[src/rtl/apb_pkg.sv]
// Shared types and default widths for the APB requester and its wait timer.
package apb_pkg;

  localparam int APB_ADDR_W = 2;
  localparam int APB_DATA_W = 32;

  typedef enum logic [1:0] {
    IDLE   = 2'd0,
    SETUP  = 2'd1,
    ACCESS = 2'd2
  } apb_state_t;

  typedef struct packed {
    logic                  write;
    logic [APB_ADDR_W-1:0] addr;
    logic [APB_DATA_W-1:0] wdata;
  } apb_cmd_t;

  typedef struct packed {
    logic [APB_DATA_W-1:0] rdata;
    logic                  err;
  } apb_rsp_t;

  // True while a transfer owns the bus.
  function automatic logic state_busy(input apb_state_t state);
    return (state != IDLE);
  endfunction

endpackage

[src/rtl/apb_master_if.sv]
// Command/response handshake plus APB3 bus signals seen by the requester (master)
// and by whatever sits on the other side (slave: command agent + APB completer).
interface apb_master_if
  import apb_pkg::*;
#(
  parameter int ADDR_W = APB_ADDR_W,
  parameter int DATA_W = APB_DATA_W
) ();

  logic              cmd_valid;
  logic              cmd_ready;
  logic              cmd_write;
  logic [ADDR_W-1:0] cmd_addr;
  logic [DATA_W-1:0] cmd_wdata;

  logic              rsp_valid;
  logic              rsp_ready;
  logic [DATA_W-1:0] rsp_rdata;
  logic              rsp_err;

  logic              p_sel;
  logic              p_enable;
  logic              p_write;
  logic [ADDR_W-1:0] p_addr;
  logic [DATA_W-1:0] p_w_data;
  logic              p_ready;
  logic              p_slv_err;
  logic [DATA_W-1:0] p_r_data;

  modport master (
    input  cmd_valid, cmd_write, cmd_addr, cmd_wdata,
    output cmd_ready,
    output rsp_valid, rsp_rdata, rsp_err,
    input  rsp_ready,
    output p_sel, p_enable, p_write, p_addr, p_w_data,
    input  p_ready, p_slv_err, p_r_data
  );

  modport slave (
    output cmd_valid, cmd_write, cmd_addr, cmd_wdata,
    input  cmd_ready,
    input  rsp_valid, rsp_rdata, rsp_err,
    output rsp_ready,
    input  p_sel, p_enable, p_write, p_addr, p_w_data,
    output p_ready, p_slv_err, p_r_data
  );

endinterface

[src/rtl/apb_wait_timer.sv]
// ACCESS wait-state counter, instantiated by apb_master only when APB_MASTER_TIMEOUT_EN
// is defined. expired fires on the wait cycle that would bring the count to TIMEOUT_CYCLES.
module apb_wait_timer
  import apb_pkg::*;
#(
  parameter int TIMEOUT_CYCLES = 16
) (
  input  logic clk,
  input  logic reset,
  input  logic clear,
  input  logic tick,
  output logic expired
);

  localparam int CNT_W = $clog2(TIMEOUT_CYCLES + 1);

  logic [CNT_W-1:0] count_r;

  // Count wait cycles; held at zero outside ACCESS so every ACCESS starts fresh.
  always_ff @(posedge clk) begin
    if (reset) begin
      count_r <= '0;
    end else if (clear) begin
      count_r <= '0;
    end else if (tick) begin
      count_r <= count_r + CNT_W'(1);
    end else begin
      count_r <= count_r;
    end
  end

  assign expired = tick && (count_r == CNT_W'(TIMEOUT_CYCLES - 1));

endmodule

[src/rtl/apb_master.sv]
// APB3 requester: one outstanding command driven through SETUP/ACCESS, result held until taken.
// Optional ACCESS wait-state limit enabled by defining APB_MASTER_TIMEOUT_EN.
module apb_master
  import apb_pkg::*;
#(
  parameter int ADDR_W         = APB_ADDR_W,
  parameter int DATA_W         = APB_DATA_W,
  parameter int TIMEOUT_CYCLES = 16
) (
  input  logic         p_clk,
  input  logic         p_reset,
  apb_master_if.master bus
);

  typedef struct packed {
    logic              write;
    logic [ADDR_W-1:0] addr;
    logic [DATA_W-1:0] wdata;
  } cmd_word_t;

  typedef struct packed {
    logic [DATA_W-1:0] rdata;
    logic              err;
  } rsp_word_t;

  apb_state_t state_r;
  apb_state_t state_s;
  cmd_word_t  cmd_r;
  cmd_word_t  cmd_s;
  rsp_word_t  rsp_r;
  rsp_word_t  rsp_s;
  logic       sel_r;
  logic       sel_s;
  logic       enable_r;
  logic       enable_s;
  logic       rsp_valid_r;
  logic       rsp_valid_s;
  logic       cmd_ready_s;
  logic       cmd_fire_s;
  logic       rsp_fire_s;
  logic       expired_s;

  // A new command is only taken with the bus idle and no unread response.
  assign cmd_ready_s = !state_busy(state_r) && !rsp_valid_r && !p_reset;
  assign cmd_fire_s  = bus.cmd_valid && cmd_ready_s;
  assign rsp_fire_s  = rsp_valid_r && bus.rsp_ready;

`ifdef APB_MASTER_TIMEOUT_EN
  logic wait_clear_s;
  logic wait_tick_s;

  assign wait_clear_s = (state_r != ACCESS);
  assign wait_tick_s  = (state_r == ACCESS) && !bus.p_ready;

  apb_wait_timer #(
    .TIMEOUT_CYCLES(TIMEOUT_CYCLES)
  ) u_wait_timer (
    .clk    (p_clk),
    .reset  (p_reset),
    .clear  (wait_clear_s),
    .tick   (wait_tick_s),
    .expired(expired_s)
  );
`else
  assign expired_s = 1'b0;
`endif

  // Next-state, bus control and response decode.
  always_comb begin
    state_s  = state_r;
    cmd_s    = cmd_r;
    rsp_s    = rsp_r;
    sel_s    = sel_r;
    enable_s = enable_r;
    if (rsp_fire_s) begin
      rsp_valid_s = 1'b0;
    end else begin
      rsp_valid_s = rsp_valid_r;
    end

    case (state_r)
      IDLE: begin
        if (cmd_fire_s) begin
          state_s     = SETUP;
          sel_s       = 1'b1;
          enable_s    = 1'b0;
          cmd_s.write = bus.cmd_write;
          cmd_s.addr  = bus.cmd_addr;
          if (bus.cmd_write) begin
            cmd_s.wdata = bus.cmd_wdata;
          end else begin
            cmd_s.wdata = '0;
          end
        end else begin
          state_s = IDLE;
        end
      end
      SETUP: begin
        state_s  = ACCESS;
        sel_s    = 1'b1;
        enable_s = 1'b1;
      end
      ACCESS: begin
        // A completion on the expiry edge wins over the timeout.
        if (bus.p_ready) begin
          state_s     = IDLE;
          sel_s       = 1'b0;
          enable_s    = 1'b0;
          rsp_valid_s = 1'b1;
          rsp_s.err   = bus.p_slv_err;
          if (cmd_r.write) begin
            rsp_s.rdata = '0;
          end else begin
            rsp_s.rdata = bus.p_r_data;
          end
        end else if (expired_s) begin
          state_s     = IDLE;
          sel_s       = 1'b0;
          enable_s    = 1'b0;
          rsp_valid_s = 1'b1;
          rsp_s.err   = 1'b1;
          rsp_s.rdata = '0;
        end else begin
          state_s = ACCESS;
        end
      end
      default: begin
        state_s  = IDLE;
        sel_s    = 1'b0;
        enable_s = 1'b0;
      end
    endcase
  end

  // State, bus and response registers; reset abandons any transfer and response.
  always_ff @(posedge p_clk) begin
    if (p_reset) begin
      state_r     <= IDLE;
      cmd_r       <= '0;
      rsp_r       <= '0;
      sel_r       <= 1'b0;
      enable_r    <= 1'b0;
      rsp_valid_r <= 1'b0;
    end else begin
      state_r     <= state_s;
      cmd_r       <= cmd_s;
      rsp_r       <= rsp_s;
      sel_r       <= sel_s;
      enable_r    <= enable_s;
      rsp_valid_r <= rsp_valid_s;
    end
  end

  assign bus.cmd_ready = cmd_ready_s;
  assign bus.p_sel     = sel_r;
  assign bus.p_enable  = enable_r;
  assign bus.p_write   = cmd_r.write;
  assign bus.p_addr    = cmd_r.addr;
  assign bus.p_w_data  = cmd_r.wdata;
  assign bus.rsp_valid = rsp_valid_r;
  assign bus.rsp_rdata = rsp_r.rdata;
  assign bus.rsp_err   = rsp_r.err;

endmodule

[src/flat_wrapper.sv]
// flat-port wrapper written by rule: the top's interface ports become plain ports
module apb_master_flat import apb_pkg::*;
#(
  parameter int ADDR_W         = APB_ADDR_W,
  parameter int DATA_W         = APB_DATA_W,
  parameter int TIMEOUT_CYCLES = 16
)
  (p_clk, p_reset, bus_cmd_valid, bus_cmd_write, bus_cmd_addr, bus_cmd_wdata, bus_cmd_ready, bus_rsp_valid, bus_rsp_rdata, bus_rsp_err, bus_rsp_ready, bus_p_sel, bus_p_enable, bus_p_write, bus_p_addr, bus_p_w_data, bus_p_ready, bus_p_slv_err, bus_p_r_data);
  apb_master_if #(.ADDR_W(ADDR_W), .DATA_W(DATA_W)) bus_i ();
  input  logic p_clk;
  input  logic p_reset;
  input wire logic [$bits(bus_i.cmd_valid)-1:0] bus_cmd_valid;
  input wire logic [$bits(bus_i.cmd_write)-1:0] bus_cmd_write;
  input wire logic [$bits(bus_i.cmd_addr)-1:0] bus_cmd_addr;
  input wire logic [$bits(bus_i.cmd_wdata)-1:0] bus_cmd_wdata;
  output wire logic [$bits(bus_i.cmd_ready)-1:0] bus_cmd_ready;
  output wire logic [$bits(bus_i.rsp_valid)-1:0] bus_rsp_valid;
  output wire logic [$bits(bus_i.rsp_rdata)-1:0] bus_rsp_rdata;
  output wire logic [$bits(bus_i.rsp_err)-1:0] bus_rsp_err;
  input wire logic [$bits(bus_i.rsp_ready)-1:0] bus_rsp_ready;
  output wire logic [$bits(bus_i.p_sel)-1:0] bus_p_sel;
  output wire logic [$bits(bus_i.p_enable)-1:0] bus_p_enable;
  output wire logic [$bits(bus_i.p_write)-1:0] bus_p_write;
  output wire logic [$bits(bus_i.p_addr)-1:0] bus_p_addr;
  output wire logic [$bits(bus_i.p_w_data)-1:0] bus_p_w_data;
  input wire logic [$bits(bus_i.p_ready)-1:0] bus_p_ready;
  input wire logic [$bits(bus_i.p_slv_err)-1:0] bus_p_slv_err;
  input wire logic [$bits(bus_i.p_r_data)-1:0] bus_p_r_data;
  assign bus_i.cmd_valid = bus_cmd_valid;
  assign bus_i.cmd_write = bus_cmd_write;
  assign bus_i.cmd_addr = bus_cmd_addr;
  assign bus_i.cmd_wdata = bus_cmd_wdata;
  assign bus_cmd_ready = bus_i.cmd_ready;
  assign bus_rsp_valid = bus_i.rsp_valid;
  assign bus_rsp_rdata = bus_i.rsp_rdata;
  assign bus_rsp_err = bus_i.rsp_err;
  assign bus_i.rsp_ready = bus_rsp_ready;
  assign bus_p_sel = bus_i.p_sel;
  assign bus_p_enable = bus_i.p_enable;
  assign bus_p_write = bus_i.p_write;
  assign bus_p_addr = bus_i.p_addr;
  assign bus_p_w_data = bus_i.p_w_data;
  assign bus_i.p_ready = bus_p_ready;
  assign bus_i.p_slv_err = bus_p_slv_err;
  assign bus_i.p_r_data = bus_p_r_data;
  apb_master #(.ADDR_W(ADDR_W), .DATA_W(DATA_W), .TIMEOUT_CYCLES(TIMEOUT_CYCLES)) u_core (.p_clk(p_clk), .p_reset(p_reset), .bus(bus_i));
endmodule
[config.mk]
export PLATFORM = sky130hd
export DESIGN_NAME = apb_master_flat
export DESIGN_NICKNAME = d
export VERILOG_FILES = /design/src/rtl/apb_pkg.sv /design/src/rtl/apb_master_if.sv /design/src/rtl/apb_wait_timer.sv /design/src/rtl/apb_master.sv /design/src/flat_wrapper.sv
export SDC_FILE = /design/constraint.sdc
export NUM_CORES = 1
export LEC_CHECK = 0
export CORE_ASPECT_RATIO = 0.8
export CORE_UTILIZATION = 40
export DETAILED_ROUTE_END_ITERATION = 7
export GPL_ROUTABILITY_DRIVEN = 0
export MAX_ROUTING_LAYER = met4
export PLACE_DENSITY_LB_ADDON = 0.12
export SLEW_MARGIN = 5
export SYNTH_ARGS = -nofsm -noshare
export SYNTH_HDL_FRONTEND = slang
export SYNTH_SLANG_ARGS = --single-unit
[constraint.sdc]
create_clock -name p_clk -period 2.3 [get_ports p_clk]
set_clock_uncertainty 0.1 [all_clocks]
set_input_delay 0.46 -clock p_clk [delete_from_list [all_inputs] [get_ports p_clk]]
set_output_delay 0.46 -clock p_clk [all_outputs]
set_load 0.01 [all_outputs]
==> flow_metrics.env <==
export IMPL_status="finished, final reports clean"
export IMPL_grt_overflow=0
export IMPL_cts_inserted_buffers=9
export IMPL_start_util=0.4145
export IMPL_peakVddDrop_uv=389.5
export IMPL_internal_power_w=0.001965
export IMPL_root_buffer="clkbuf_8"
export IMPL_worst_slew_pin_slew_ps=765.7
export IMPL_die_w_um=96.71
export IMPL_syn_inst=333
export IMPL_critPathKind="register to primary output"
export IMPL_first_iter_violations=149
export IMPL_drt_met1_wl_um=3787
export IMPL_std_cell_rows=27
export IMPL_path_cells="or4_4, clkinv_4, dlygate4sd2_1"
export IMPL_detail_route_antenna_nets=0
export IMPL_avgSynthCellArea_sq_um=8.619
export IMPL_synth_net_count=406
export IMPL_n_fill_cell=610
export IMPL_fin_crit_ps=2162
export IMPL_die_h_um=77.77
export IMPL_leakage_nw=1.483
export IMPL_antenna_found_initial=0
export IMPL_cts_buffer_depth=2
export IMPL_switching_share=0.2527
export IMPL_setup_violations=0
export IMPL_nets=536
export IMPL_crit_path_max_fanout=7
export IMPL_p_sw_w=0.0006644
export IMPL_grt_max_degree=76
export IMPL_placedCellCount=539
export IMPL_cts_hold_buffers_added=0
export IMPL_wl_per_cell_um=14.67
export IMPL_io_pins=145
export IMPL_ff2ff_setup_slack_ps=490
export IMPL_wl_um=8141
export IMPL_grt_pass1_vias=2690
export IMPL_drv_cap=0
export IMPL_yosysSeqAreaShare=0.5092
export IMPL_grt_pass1_wl_um=13390
export IMPL_dp_hpwl_um=5114
export IMPL_critical_path_max_stage_delay_ps=580
export IMPL_syn2layout_area_growth_pct=57.63
export IMPL_power_density_nw_per_um2=581.1
export IMPL_start_kind="register"
export IMPL_clkSinkCount=73
export IMPL_slew_headroom=0.4896
export IMPL_vias=2874
export IMPL_port_buffers=144
export IMPL_dr_max_layer_used="met4"
export IMPL_die_area_sq_um=7520
export IMPL_p_seq_frac=0.502
export IMPL_routed_wl_met2_um=3721
export IMPL_cp_end_kind="primary output"
export IMPL_hp_class="register to register"
export IMPL_drtPass1Iterations=4
export IMPL_htree_num_levels=3
export IMPL_hold_viol=0
export IMPL_cts_tree="yes"
export IMPL_viasPerCell=5.178
export IMPL_core_area_sq_um=6925
export IMPL_layout_commonest_cell="clkdlybuf4s50_1"
export IMPL_rsz0062_at_grt="false"
export IMPL_clock_fmax_mhz=462.5
export IMPL_synth_area_sq_um=2870
export IMPL_drive_above_1_share=0.06410
export IMPL_clkTransAtPathRegs_ps=70
export IMPL_drc=0
export IMPL_final_cell_count_no_fill=555
export IMPL_most_common_layout_cells="142 x clkdlybuf4s50_1, 73 x dfxtp_1, 69 x a21oi_1"
export IMPL_synth_cell_types=23
export IMPL_grt_usage=0.2265
export IMPL_slew_viol_final=0
export IMPL_slowest_stage="or4_4"
export IMPL_yosysWarnings=0
export IMPL_p_comb_frac=0.151
export IMPL_clk_latency_ps=340
export IMPL_antennaDiodeCount=0
export IMPL_wl_met3_um=552
export IMPL_tns_ps=0
export IMPL_fin_crit_sh=0.9401
export IMPL_worstPathRequired_ps=1740
export IMPL_critPathArrivalTime_ps=1600
export IMPL_ys_ff_latch=73
export IMPL_p_clk_frac=0.347
==> final timing paths <==
check / startpoint / end / cells past startpoint
hold / removal: u_core.bus.rsp_rdata[9] / u_core.bus.rsp_rdata[9] / 2
hold reg to reg: u_core.bus.rsp_rdata[9] / u_core.bus.rsp_rdata[9] / 2
setup / recovery: u_core.state_r[0] / bus_cmd_ready / 3
setup reg to reg: u_core.state_r[0] / u_core.bus.p_w_data[16] / 5
==> per-stage QoR <==
stage	total power (W)	setup slack, ps	area (sq um)	utilization	hold slack [ps]
after floorplan	0.001517	535.4	2870	-	376.1
after global placement	0.001745	122.4	4344	0.6273	337.3
after CTS	0.002661	117.3	4524	0.6533	353.6
final	0.002629	137.9	4524	0.6533	348.6
after global routing	0.002760	63.83	4524	0.6533	365.3
after detailed placement	0.001748	136.5	4344	0.6273	344.1
==> worst max-delay path, delay by kind of cell (launching register included) <==
family / cells / cell delay [ps]
simple gates: 1 / 580
flops: 1 / 360
buf+inv: 2 / 330
==> cells by family (layout without fill, tap and decap cells) <==
| group | count (synthesis) | in the layout | share of synthesized area |
|---|---|---|---|
| flops | 73 | 73 | 0.5092 |
| buf+inv | 37 | 172 | 0.06408 |
| simple gates | 115 | 115 | 0.2363 |
| compound gates | 108 | 108 | 0.1905 |
==> sequential cells by signal, summed over array words and instances (netlist names) <==
signal,flops
u_core.bus.p_w_data,32
u_core.bus.rsp_rdata,32
u_core.bus.p_addr,2
u_core.state_r,2
u_core.bus.p_enable,1
u_core.bus.p_sel,1
u_core.bus.p_write,1
u_core.bus.rsp_err,1
u_core.bus.rsp_valid,1
==> routing by layer <==
layer	up-vias	track usage
li1	1442	-
met1	1320	0.2974
met2	103	0.3268
met3	9	0.08288
met4	0	0.06269
met5	-	-
==> power by group through the flow <==
stage	Sequential [W]	Combinational, W	Clock [W]
finish	0.00132	0.000397	0.000912
global route	0.00133	0.000429	0.00101
CTS	0.00132	0.000399	0.000942
detailed placement	0.00135	0.000398	0
global placement	0.00135	0.000397	0
floorplan	0.00136	0.000153	0
==> cell type report <==
class / instances / area (sq um) / share of cell area
clock buffer: 11 / 151.4 / 0.03346
clock inverter: 5 / 30.03 / 0.006637
inverter: 2 / 12.51 / 0.002765
multi-input combinational: 223 / 1225 / 0.2707
sequential: 73 / 1461 / 0.3230
tap: 87 / 108.9 / 0.02406
timing repair buffer: 154 / 1535 / 0.3393
==> Yosys cell counts, drive strengths merged <==
library cell,number,area [sq um]
or4,1,11.26
nor2,1,3.750
nand3b,33,247.7
nand2,35,131.4
clkbuf,25,93.84
nand2b,5,31.28
a21oi,69,345.3
nor3b,1,7.510
buf,10,77.57
and3b,1,8.760
o21bai,1,7.510
o21ai,37,185.2
o221ai,1,8.760
nand4,32,200.2
nor2b,2,12.51
clkinv,2,12.51
nand3,3,15.01
dfxtp,73,1461
or3b,1,8.760
==> timing repair <==
action | in CTS | in global routing
resized for setup | 1 | 0
buffers inserted | 0 | 0
setup endpoints to repair | 1 | 0
Note: power is estimated with default switching activity, not from simulation.
